### src/rtl/fetch_sequencer.sv
// Two-cycle byte-wise instruction fetch sequencer: owns the PC, strobes the IR
// low/high halves, then holds the instruction valid until the execute stage finishes.
module fetch_sequencer #(
  parameter int                    ADDR_WIDTH = 16,
  parameter logic [ADDR_WIDTH-1:0] RESET_PC   = '0
) (
  input  logic                  clk_i,
  input  logic                  rst_ni,
  input  logic                  stall_i,
  input  logic                  halt_i,
  input  logic                  exec_done_i,
  input  logic                  load_pc_i,
  input  logic [ADDR_WIDTH-1:0] new_pc_i,
  output logic [ADDR_WIDTH-1:0] mem_addr_o,
  output logic                  mem_read_o,
  output logic                  ir_write_o,
  output logic                  ir_lh_o,
  output logic                  instr_valid_o,
  output logic [ADDR_WIDTH-1:0] pc_o,
  output logic [15:0]           fetch_count_o,
  output logic                  halted_o,
  output logic [1:0]            state_o
);

  localparam logic [1:0] FETCH_L = 2'd0;
  localparam logic [1:0] FETCH_H = 2'd1;
  localparam logic [1:0] ISSUE   = 2'd2;
  localparam logic [1:0] HALTED  = 2'd3;

  localparam logic [ADDR_WIDTH-1:0] PC_STEP = 1;

  logic [1:0]            state_q, state_d;
  logic [ADDR_WIDTH-1:0] pc_q, pc_d;
  logic [15:0]           fetch_count_q, fetch_count_d;
  logic                  fetching;
  logic                  new_pc_lsb_unused;

  // Branch targets are halfword aligned, so the LSB of new_pc_i never reaches the PC.
  assign new_pc_lsb_unused = new_pc_i[0];

  // Handshake: instr_valid_o acts as valid, exec_done_i as ready; an instruction is
  // retired on the first unstalled edge in ISSUE where both are high.
  always_comb begin
    state_d       = state_q;
    pc_d          = pc_q;
    fetch_count_d = fetch_count_q;
    if (!stall_i) begin
      case (state_q)
        FETCH_L: begin
          pc_d    = pc_q + PC_STEP;
          state_d = FETCH_H;
        end
        FETCH_H: begin
          pc_d          = pc_q + PC_STEP;
          fetch_count_d = fetch_count_q + 16'd1;
          state_d       = ISSUE;
        end
        ISSUE: begin
          if (exec_done_i) begin
            if (halt_i) begin
              state_d = HALTED;
            end else begin
              if (load_pc_i) pc_d = {new_pc_i[ADDR_WIDTH-1:1], 1'b0};
              state_d = FETCH_L;
            end
          end
        end
        default: state_d = HALTED;
      endcase
    end
  end

  always_ff @(posedge clk_i or negedge rst_ni) begin
    if (!rst_ni) begin
      state_q       <= FETCH_L;
      pc_q          <= RESET_PC;
      fetch_count_q <= '0;
    end else begin
      state_q       <= state_d;
      pc_q          <= pc_d;
      fetch_count_q <= fetch_count_d;
    end
  end

  // Strobes come from registered state only; stall_i is the sole gating input.
  assign fetching      = (state_q == FETCH_L) || (state_q == FETCH_H);
  assign mem_read_o    = fetching && !stall_i;
  assign ir_write_o    = fetching && !stall_i;
  assign ir_lh_o       = (state_q == FETCH_H);
  assign instr_valid_o = (state_q == ISSUE);
  assign halted_o      = (state_q == HALTED);
  assign mem_addr_o    = pc_q;
  assign pc_o          = pc_q;
  assign fetch_count_o = fetch_count_q;
  assign state_o       = state_q;

endmodule

### config.mk
export PLATFORM = sky130hd
export DESIGN_NAME = fetch_sequencer
export DESIGN_NICKNAME = d
export VERILOG_FILES = /design/src/rtl/fetch_sequencer.sv
export SDC_FILE = /design/constraint.sdc
export NUM_CORES = 1
export LEC_CHECK = 0
export ABC_AREA = 1
export CAP_MARGIN = 40
export CORE_MARGIN = 5
export CORE_UTILIZATION = 41
export DETAILED_ROUTE_END_ITERATION = 7
export PLACE_DENSITY_LB_ADDON = 0.15
export RECOVER_POWER = 100
export SYNTH_ARGS = -nofsm -noshare
export SYNTH_HDL_FRONTEND = slang
export SYNTH_SLANG_ARGS = --single-unit
export TNS_END_PERCENT = 30
### constraint.sdc
create_clock -name clk_i -period 1.5 [get_ports clk_i]
set_clock_uncertainty 0.15 [all_clocks]
set_input_delay 0.225 -clock clk_i [delete_from_list [all_inputs] [get_ports clk_i]]
set_output_delay 0.225 -clock clk_i [all_outputs]
set_load 0.02 [all_outputs]
==> flow_metrics.py, run 1 <==
metrics = {
    "floorplanning": {
        "fp-row-count": 26,
        "die_area_um2": 7020,
        "die_h_um": 83.8,
        "initial_core_util_pct": 42.9,
        "fp.dieW_um": 83.8,
        "io_pins": 77,
        "core_area_um2": 5200,
    },
    "worst_setup_path": {
        "crit_type": "register to register",
        "worst_setup_path_end_kind": "register",
        "r2r.worst_path.cells": 8,
        "cp-startpoint": "state_o[1]$_DFFE_PN0P_",
        "rr_startpoint": "state_o[1]$_DFFE_PN0P_",
        "cp_max_fo": 6,
        "r2r_slack_ns": -0.16,
        "required_ns": 1.52,
        "start_kind": "register",
        "critical_path_arrival_ns": 1.68,
        "reg2reg_to": "fetch_count_o[9]$_DFFE_PN0P_",
    },
    "drt": {
        "ant_nets": 0,
        "via_per_inst": 4.71,
        "first_pass_iters": 4,
        "dr.first_iter.drc_count": 120,
        "drc": 0,
        "wl_per_cell_um": 12.5,
        "vias": 2370,
        "drt-total-wl_mm": 6.28,
    },
    "sta": {
        "fmax_mhz": 601,
        "fin_setup_tns_ns": -1.46,
        "grt_setup_unrepaired": "true",
        "fin_crit_sh_pct": 111,
        "drv_slew": 0,
        "period_needed_ns": 1.66,
        "setup_viol": 24,
        "tightestPinTransition_ns": 0.851,
        "slew_headroom_pct": 43.3,
        "finalHoldViolCount": 0,
        "setup_ws_ns": -0.164,
    },
    "run": {
        "cap_violations": 0,
    },
    "clock_network": {
        "clock-sinks": 34,
        "clock-root-buffer": "clkbuf_8",
        "cts.path.max_buffers": 2,
        "h-tree-depth": 2,
        "clock_latency_ns": 0.28,
        "clkTransAtPathRegs_ns": 0.07,
        "cts_tree": "yes",
        "cts_made_buffers": 5,
        "postCtsHoldBufs": 0,
    },
    "min_path": {
        "hold_end": "fetch_count_o[5]$_DFFE_PN0P_",
        "min_from": "fetch_count_o[5]$_DFFE_PN0P_",
        "holdPathStages": 1,
        "hp-class": "register to register",
    },
    "placement": {
        "dp_cells": 487,
        "place_hpwl_mm": 4.43,
        "portBuffers": 75,
        "gp_congestion": 0.813,
    },
    "cells_and_area": {
        "multi_input_area_um2": 1190,
        "fin_cells": 503,
        "drive_above_1_share_pct": 21.9,
        "final_util_pct": 66.1,
        "nNetsFinal": 457,
        "regArea_um2": 860,
        "num-fill-cells": 482,
        "syn_to_final_growth_pct": 53.9,
        "diodes": 0,
    },
    "synthesis": {
        "yosys.cell_types.count": 27,
        "yosysSeqAreaShare_pct": 38.1,
        "syn_area_um2": 2230,
        "ys_ff_latch": 34,
        "synth_area_per_cell_um2": 6.91,
        "synth_cells": 323,
        "syn_nets": 347,
        "yosysWarnings": 0,
    },
    "global_route": {
        "grt_max_degree": 35,
        "grt.overflow.total": 0,
        "antenna_found_initial": 0,
        "grt_use_total_pct": 17.8,
        "grt_pass1_vias": 2286,
        "grt_pass1_wl_mm": 10.4,
    },
    "pwr": {
        "vdd_ir_drop_max_mv": 0.971,
        "leakage_nw": 1.84,
        "finalPower_mw": 5.58,
        "p_per_area_nw_per_um2": 1620,
    },
    "outcome": {
        "violations": "setup timing",
        "outcome": "finished with violations",
    },
}
[layout make-up]
cell class | instances | share of cell area (%)
inverters | 32 | 3.64
well taps | 70 | 2.55
flip-flops and latches | 34 | 25.0
multi-input cells | 235 | 34.6
clock buffers | 7 | 2.51
repair buffers | 125 | 31.7
[Yosys cell counts]
library cell	n	share of area, %
a21oi_1	5	1.1
and2_1	1	0.28
buf_2	1	0.22
buf_4	20	6.7
buf_6	1	0.50
dfrtp_1	34	38
ha_1	2	1.1
inv_1	30	5.0
inv_2	2	0.34
nand2_1	103	17
nand2_2	3	0.84
nand3_1	25	5.6
nand3_2	1	0.45
nand3b_1	1	0.34
nand4_1	6	1.7
nor2_1	51	8.6
nor2_2	1	0.28
nor2_4	2	1.0
nor3_1	2	0.45
o211ai_1	2	0.67
o21ai_0	11	2.5
o21ai_2	1	0.39
o22ai_1	1	0.28
or2_0	1	0.28
or2_2	3	0.84
xnor2_1	5	2.0
xor2_1	8	3.1
[state kept, by name (all words and copies together) (netlist names)]
| signal | count |
|---|---|
| mem_addr_o | 16 |
| fetch_count_o | 16 |
| state_o | 2 |
[cells by family after synthesis]
logic type	count (synthesis)	synth area share (%)
and+or+nand+nor	200	37.9
buffers and inverters	54	12.8
DFF	34	38.1
AOI/OAI and AO/OA	20	4.93
xor gates and xnor gates	13	5.10
adders and majority gates	2	1.12
[through the flow]
stage | worst slack, ns | hold WS, ns | instance area, um^2
6_report | -0.164 | 0.388 | 3440
3_3_place_gp | -0.297 | 0.365 | 3270
5_1_grt | -0.235 | 0.419 | 3440
4_1_cts | -0.127 | 0.149 | 3310
3_5_place_dp | -0.362 | 0.368 | 3270
2_1_floorplan | -0.0523 | -0.221 | 2270
[cells in the final DEF, fill, tap and decap left out, types with 2 or more instances in the layout]
master and count:
clkbuf_16 2, clkdlybuf4s15_1 10, o21ai_0 4, o21ai_1 7
nand3_1 23, nand3_2 3, clkdlybuf4s50_1 19, clkbuf_2 2
nor2_4 3, buf_6 4, clkbuf_1 6, buf_2 3
o211ai_1 2, dfrtp_1 27, buf_4 44, nor2_1 49
a21oi_1 4, nand2_2 2, xnor2_1 5, nand2_4 2
xor2_1 8, clkbuf_8 6, dfrtp_2 7, nor2_2 2
inv_1 30, nand2_1 101, nand4_1 6, dlygate4sd2_1 33
or2_2 3
[layer usage]
metal  up-vias  part of all wire [%]  GRT usage (%)
li1       1211                     -              -
met1      1074                    43           21.4
met2        73                    49           30.9
met3        12                   5.6           4.74
met4         0                   1.8           5.70
met5         -                     0              0
[report_power, final]
part / internal (mW) / switching (mW)
Clock: 0.364 / 0.326
Sequential: 1.21 / 0.355
Combinational: 1.46 / 1.88
[how the worst max path moves through the flow]
stage / to / slack, ns
3_5_place_dp: fetch_count_o[11]$_DFFE_PN0P_ / -0.36
3_3_place_gp: ir_write_o / -0.30
4_1_cts: fetch_count_o[11]$_DFFE_PN0P_ / -0.13
2_1_floorplan: fetch_count_o[11]$_DFFE_PN0P_ / -0.05
6_report: fetch_count_o[9]$_DFFE_PN0P_ / -0.16
5_1_grt: fetch_count_o[9]$_DFFE_PN0P_ / -0.24
[critical path, stage by stage, from the launching register on]
cell     delay [ns]
dfrtp_2        0.43
buf_6          0.13
nor2_4         0.09
buf_6          0.13
nand2_8        0.06
nor2_4         0.10
nand4_1        0.16
buf_4          0.18
xnor2_1        0.11
[what timing repair did]
action	in CTS	in global routing
setup endpoints to repair	72	49
cloned	0	2
resized for setup	84	41
setup buffers	1	6
pin swaps	0	11
Power figures use the tool's default switching activity.
==> run 2, diff against run 1 <==
--- a/config.mk
+++ b/config.mk
@@ -12,6 +12,7 @@
 export DETAILED_ROUTE_END_ITERATION = 7
 export PLACE_DENSITY_LB_ADDON = 0.15
 export RECOVER_POWER = 100
+export SETUP_SLACK_MARGIN = 0.05
 export SYNTH_ARGS = -nofsm -noshare
 export SYNTH_HDL_FRONTEND = slang
 export SYNTH_SLANG_ARGS = --single-unit
==> constraint.sdc (replaced) <==
create_clock -name clk_i -period 1.5 [get_ports clk_i]
set_clock_uncertainty 0.15 [all_clocks]
set_input_delay 0.15 -clock clk_i [delete_from_list [all_inputs] [get_ports clk_i]]
set_output_delay 0.15 -clock clk_i [all_outputs]
set_load 0.02 [all_outputs]
==> run 2 against run 1 <==
  * Utilization is 1.2 points higher
  * Combinational power grew 5%
  * The flow still finishes with violations (setup timing)
  * Total power grew 2.9%
  * Register-to-register slack improved by 0.14 ns
  * Critical path depth is 3 lower
  * Sequential power about the same
  * Largest cell class unchanged
==> flow_metrics.py, run 2 (synthesis gave the netlist of run 1 again) <==
metrics = {
    "outcome": {
        "outcome": "finished with violations",
        "violations": "setup timing",
    },
    "worst_setup_path": {
        "cp_max_fo": 5,
        "required_ns": 1.20,
        "rr_startpoint": "state_o[1]$_DFFE_PN0P_",
        "r2r.worst_path.cells": 6,
        "r2r_slack_ns": -0.02,
        "reg2reg_to": "fetch_count_o[11]$_DFFE_PN0P_",
        "critical_path_arrival_ns": 1.24,
        "start_kind": "register",
        "cp-startpoint": "state_o[1]$_DFFE_PN0P_",
        "crit_end": "halted_o",
        "crit_type": "register to output port",
        "worst_setup_path_end_kind": "output port",
    },
    "floorplanning": {
        "fp-row-count": 26,
        "io_pins": 77,
        "die_area_um2": 7020,
        "initial_core_util_pct": 42.9,
        "die_h_um": 83.8,
        "core_area_um2": 5200,
        "fp.dieW_um": 83.8,
    },
    "drt": {
        "dr.first_iter.drc_count": 76,
        "wl_per_cell_um": 12.8,
        "drc": 0,
        "via_per_inst": 4.84,
        "drt-total-wl_mm": 6.47,
        "vias": 2439,
        "first_pass_iters": 4,
        "ant_nets": 0,
    },
    "sta": {
        "drv_slew": 0,
        "setup_ws_ns": -0.0355,
        "fmax_mhz": 651,
        "grt_setup_unrepaired": "true",
        "fin_crit_sh_pct": 102,
        "slew_headroom_pct": 42.3,
        "tightestPinTransition_ns": 0.866,
        "finalHoldViolCount": 0,
        "fin_setup_tns_ns": -0.0551,
        "holdWs_ns": 0.347,
        "setup_viol": 3,
        "period_needed_ns": 1.54,
    },
    "clock_network": {
        "postCtsHoldBufs": 0,
        "h-tree-depth": 2,
        "cts.path.max_buffers": 2,
        "clock-sinks": 34,
        "clock-root-buffer": "clkbuf_8",
        "clkTransAtPathRegs_ns": 0.08,
        "cts_made_buffers": 5,
        "cts_tree": "yes",
        "clock_latency_ns": 0.29,
    },
    "pwr": {
        "switching_share_pct": 45.5,
        "pwr-share-clk_pct": 12.3,
        "leakage_nw": 1.85,
        "p_per_area_nw_per_um2": 1640,
        "p_comb_share_pct": 60.5,
        "p_int_mw": 3.13,
        "p_seq_share_pct": 27.2,
        "finalPower_mw": 5.75,
        "vdd_ir_drop_max_mv": 0.991,
        "power.switching_mw": 2.61,
    },
    "global_route": {
        "grt_use_total_pct": 18.1,
        "grt_pass1_vias": 2399,
        "grt_max_degree": 35,
        "antenna_found_initial": 0,
        "grt.overflow.total": 0,
        "grt_pass1_wl_mm": 10.7,
    },
    "run": {
        "cap_violations": 0,
    },
    "cells_and_area": {
        "final_util_pct": 67.3,
        "layout_common_cells": "nand2_1 (97), buf_4 (44), nor2_1 (41)",
        "nNetsFinal": 458,
        "fin_area_um2": 3500,
        "syn_to_final_growth_pct": 56.8,
        "final_common_cell": "nand2_1",
        "diodes": 0,
        "drive_above_1_share_pct": 27.0,
        "num-fill-cells": 487,
    },
    "placement": {
        "place_hpwl_mm": 4.45,
        "gp_congestion": 0.852,
        "place_area_um2": 3240,
        "portBuffers": 75,
    },
    "min_path": {
        "hp-class": "input pin to asynchronous set/reset pin",
    },
}
[run 2: cell types whose count changed in the layout (fill, tap and decap cells not counted), moves of 4 or more]
cell / previous run / this run
nor2_1: 49 / 41
dlygate4sd2_1: 33 / 40
nor2_2: 2 / 8
clkbuf_1: 6 / 1
clkdlybuf4s15_1: 10 / 5
nand2_2: 2 / 7
nand2_1: 101 / 97
[run 2: timing repair]
item | in CTS | in global routing
setup buffers | 1 | 12
setup endpoints to repair | 71 | 46
pin swaps | 20 | 14
resized for setup | 98 | 34
endpoints found under the hold margin | 0 | 0
gates cloned | 0 | 3
[run 2: worst min path at each step]
stage | endpoint | slack, ns | from
2_1_floorplan | fetch_count_o[0]$_DFFE_PN0P_ | -0.30 | rst_ni
3_3_place_gp | fetch_count_o[12]$_DFFE_PN0P_ | 0.38 | fetch_count_o[12]$_DFFE_PN0P_
3_5_place_dp | fetch_count_o[12]$_DFFE_PN0P_ | 0.37 | fetch_count_o[12]$_DFFE_PN0P_
4_1_cts | mem_addr_o[4]$_DFFE_PN0P_ | 0.09 | rst_ni
5_1_grt | mem_addr_o[3]$_DFFE_PN0P_ | 0.37 | new_pc_i[3]
6_report | mem_addr_o[3]$_DFFE_PN0P_ | 0.35 | rst_ni
[run 2: worst max-delay path: stages, from the launching register on]
cell and delay [ns]:
dfrtp_2 0.46, buf_4 0.15, buf_4 0.12, nand2_1 0.05, inv_1 0.03, buf_4 0.14
[run 2: power groups by stage]
stage	sequential, mW	clock, mW	combinational (mW)
floorplan	1.95	0	1.60
global placement	1.58	0	3.41
detailed placement	1.59	0	3.46
CTS	1.57	0.719	3.21
global route	1.62	0.763	3.81
finish	1.57	0.706	3.48
[run 2: final cells by class]
cell class | count | area [um^2] | area share (%)
inverter | 32 | 123 | 3.50
timing repair buffer | 125 | 1100 | 31.5
multi-input combinational | 236 | 1240 | 35.4
tap | 70 | 87.6 | 2.50
clock buffer | 7 | 86.3 | 2.47
sequential | 34 | 863 | 24.7
[run 2: metrics by stage]
step | worst slack [ns] | std cells
detailed placement | -0.226 | 481
global placement | -0.213 | 481
floorplan | -0.0509 | 323
global route | -0.112 | 504
CTS | 0.000623 | 489
finish | -0.0355 | 504
[run 2: per-layer routing]
metal | GRT usage, % | wire length [um]
met5 | 0 | 0
met4 | 4.24 | 52
met3 | 4.44 | 387
met2 | 32.3 | 3390
met1 | 21.8 | 2640
==> run 3, diff against run 2 <==
--- a/config.mk
+++ b/config.mk
@@ -5,10 +5,9 @@
 export SDC_FILE = /design/constraint.sdc
 export NUM_CORES = 1
 export LEC_CHECK = 0
-export ABC_AREA = 1
 export CAP_MARGIN = 40
 export CORE_MARGIN = 5
-export CORE_UTILIZATION = 41
+export CORE_UTILIZATION = 40
 export DETAILED_ROUTE_END_ITERATION = 7
 export PLACE_DENSITY_LB_ADDON = 0.15
 export RECOVER_POWER = 100
==> run 3 against run 2 <==
  * The flow still finishes with violations (setup timing)
  * Clock power increased by 49%
  * Non-clock buffer count increased by 28
  * Utilization increased by 5.1 points
  * Total power increased by 7.9%
  * Die area decreased by 7.4%
  * Sequential cell count unchanged
  * Register-to-register slack got worse by 0.17 ns
  * First-iteration DRC count increased by 76%
  * Final cell count decreased by 16%
  * Synthesized cell count decreased by 31%
  * Critical path depth decreased by 1
==> flow_metrics.py, run 3 <==
metrics = {
    "outcome": {
        "outcome": "finished with violations",
        "violations": "setup timing",
    },
    "worst_setup_path": {
        "rr_startpoint": "state_o[0]$_DFFE_PN0P_",
        "critical_path_arrival_ns": 1.76,
        "worst_setup_path_end_kind": "register",
        "required_ns": 1.57,
        "r2r_slack_ns": -0.19,
        "crit_type": "register to register",
        "cp_max_fo": 6,
        "reg2reg_to": "mem_addr_o[14]$_DFFE_PN0P_",
        "r2r.worst_path.cells": 4,
        "start_kind": "register",
    },
    "global_route": {
        "grt_pass1_vias": 2184,
        "antenna_found_initial": 0,
        "grt_max_degree": 35,
        "grt_pass1_wl_mm": 10.1,
        "grt.overflow.total": 0,
        "grt_use_total_pct": 19.8,
    },
    "cells_and_area": {
        "final_common_cell": "buf_4",
        "num-fill-cells": 386,
        "final_util_pct": 72.4,
        "syn_to_final_growth_pct": 73.7,
        "nNetsFinal": 378,
        "diodes": 0,
        "drive_above_1_share_pct": 49.3,
        "layout_common_cells": "buf_4 (76), nand2_1 (20), dfrtp_1 (20), clkbuf_2 (20), clkdlybuf4s50_1 (19)",
        "fin_cells": 422,
    },
    "drt": {
        "drt-total-wl_mm": 6.52,
        "drc": 0,
        "wl_per_cell_um": 15.4,
        "via_per_inst": 5.25,
        "ant_nets": 0,
        "first_pass_iters": 4,
        "dr.first_iter.drc_count": 134,
        "vias": 2217,
    },
    "synthesis": {
        "yosys.cell_types.count": 44,
        "syn_area_um2": 2000,
        "yosysTopAreaCellShare_pct": 42.6,
        "async_reset_ff_share_pct": 100,
        "yosysWarnings": 0,
        "yosysTopAreaCell": "dfrtp_1",
        "synth-edff-count": 0,
        "synthFlopType": "dfrtp_1",
        "syn_nets": 247,
        "synthTopCellsByCount": "dfrtp_1 (34), nand2_1 (23), buf_4 (17), nor2_1 (17), a21oi_1 (14)",
        "synth_area_per_cell_um2": 8.95,
        "yosysSeqAreaShare_pct": 42.6,
        "ys_ff_latch": 34,
        "yosys-top-cells-area": "dfrtp_1 (43%), buf_4 (6.4%), xnor2_1 (4.4%), nand2_1 (4.3%), a21oi_1 (3.5%)",
        "synth_most_common_cell": "dfrtp_1",
        "synth_cells": 223,
    },
    "pwr": {
        "vdd_ir_drop_max_mv": 1.30,
        "p_per_area_nw_per_um2": 1790,
        "leakage_nw": 1.59,
    },
    "sta": {
        "fmax_mhz": 592,
        "fin_setup_tns_ns": -1.95,
        "setup_viol": 28,
        "grt_setup_unrepaired": "true",
        "period_needed_ns": 1.69,
        "slew_headroom_pct": 41.6,
        "drv_slew": 0,
        "fin_crit_sh_pct": 113,
        "finalHoldViolCount": 0,
        "setup_ws_ns": -0.188,
        "tightestPinTransition_ns": 0.877,
    },
    "min_path": {
        "min_from": "new_pc_i[1]",
        "hold_end": "mem_addr_o[1]$_DFFE_PN0P_",
        "hp-class": "input pin to register",
        "holdPathStages": 3,
    },
    "clock_network": {
        "clock_latency_ns": 0.28,
        "clock-sinks": 34,
        "h-tree-depth": 2,
        "cts.path.max_buffers": 2,
        "clock-root-buffer": "clkbuf_8",
        "clkTransAtPathRegs_ns": 0.07,
        "cts_tree": "yes",
        "postCtsHoldBufs": 0,
        "cts_made_buffers": 5,
    },
    "placement": {
        "gp_congestion": 0.879,
        "place_hpwl_mm": 4.39,
        "portBuffers": 75,
        "dp_cells": 402,
    },
    "floorplanning": {
        "io_pins": 77,
        "fp.dieW_um": 80.6,
        "die_area_um2": 6500,
        "die_h_um": 80.6,
        "core_area_um2": 4790,
        "initial_core_util_pct": 41.7,
        "fp-row-count": 25,
    },
    "run": {
        "cap_violations": 0,
    },
}
run 3: final cells by class:
type	count	area (um^2)	area share (%)
Sequential cell	34	868	25.1
Clock buffer	6	82.6	2.38
Tap cell	67	83.8	2.42
Clock inverter	2	60.1	1.73
Timing Repair Buffer	153	1200	34.5
Inverter	4	15.0	0.433
Multi-Input combinational cell	156	1160	33.5
run 3: worst max-delay path: stages (launching register included):
cell,delay [ns]
dfrtp_2,0.45
nand4bb_4,0.30
buf_4,0.19
a311oi_1,0.32
and3_1,0.21
run 3: cells by family (layout without fill, tap and decap cells):
group / Yosys count / in the layout / share of synthesized area, %
flops: 34 / 34 / 42.6
buf+inv: 33 / 165 / 9.59
mux: 1 / 1 / 0.502
simple gates: 90 / 90 / 23.9
compound gates: 48 / 48 / 15.5
xor+xnor: 15 / 15 / 6.58
fa+ha+maj: 2 / 2 / 1.25
run 3: repair_timing:
action	in CTS	in global routing
buffers inserted	4	9
resized for setup	142	70
pin swaps	2	11
gates cloned	0	0
setup endpoints to repair	85	74
run 3: power breakdown:
group	internal (mW)	leakage (nW)	total, mW	switching [mW]
clock	0.709	0.0714	1.05	0.345
combinational	1.74	1.11	3.72	1.98
sequential	1.18	0.402	1.43	0.252
run 3: stage by stage:
step           area, um^2  worst slack (ns)  hold slack [ns]  total power [mW]
3_3_place_gp         3220            -0.344            0.311              4.98
4_1_cts              3430            -0.167           0.0948              5.98
5_1_grt              3470            -0.215            0.274              6.57
6_report             3470            -0.188            0.267              6.20
3_5_place_dp         3220            -0.393            0.308              5.03
2_1_floorplan        2060            -0.181           -0.296              3.28
run 3: worst max-delay path by stage:
| stage | start | cells past startpoint | end | slack, ns |
|---|---|---|---|---|
| after floorplan | mem_addr_o[3]$_DFFE_PN0P_ | 5 | mem_addr_o[13]$_DFFE_PN0P_ | -0.18 |
| after global placement | stall_i | 4 | mem_read_o | -0.34 |
| after detailed placement | stall_i | 5 | fetch_count_o[15]$_DFFE_PN0P_ | -0.39 |
| after CTS | mem_addr_o[1]$_DFFE_PN0P_ | 4 | mem_addr_o[13]$_DFFE_PN0P_ | -0.17 |
| after global routing | state_o[0]$_DFFE_PN0P_ | 4 | mem_addr_o[14]$_DFFE_PN0P_ | -0.22 |
| final | state_o[0]$_DFFE_PN0P_ | 4 | mem_addr_o[14]$_DFFE_PN0P_ | -0.19 |
run 3: layer usage:
metal  part of all wire, %  GRT usage [%]  wire length [um]  vias up
li1                      -              -                 -     1048
met1                    42           25.8              2720     1091
met2                    50           32.0              3290       70
met3                   6.7           5.49               435        8
met4                   1.1           5.41                74        0
met5                     0              0                 0        -
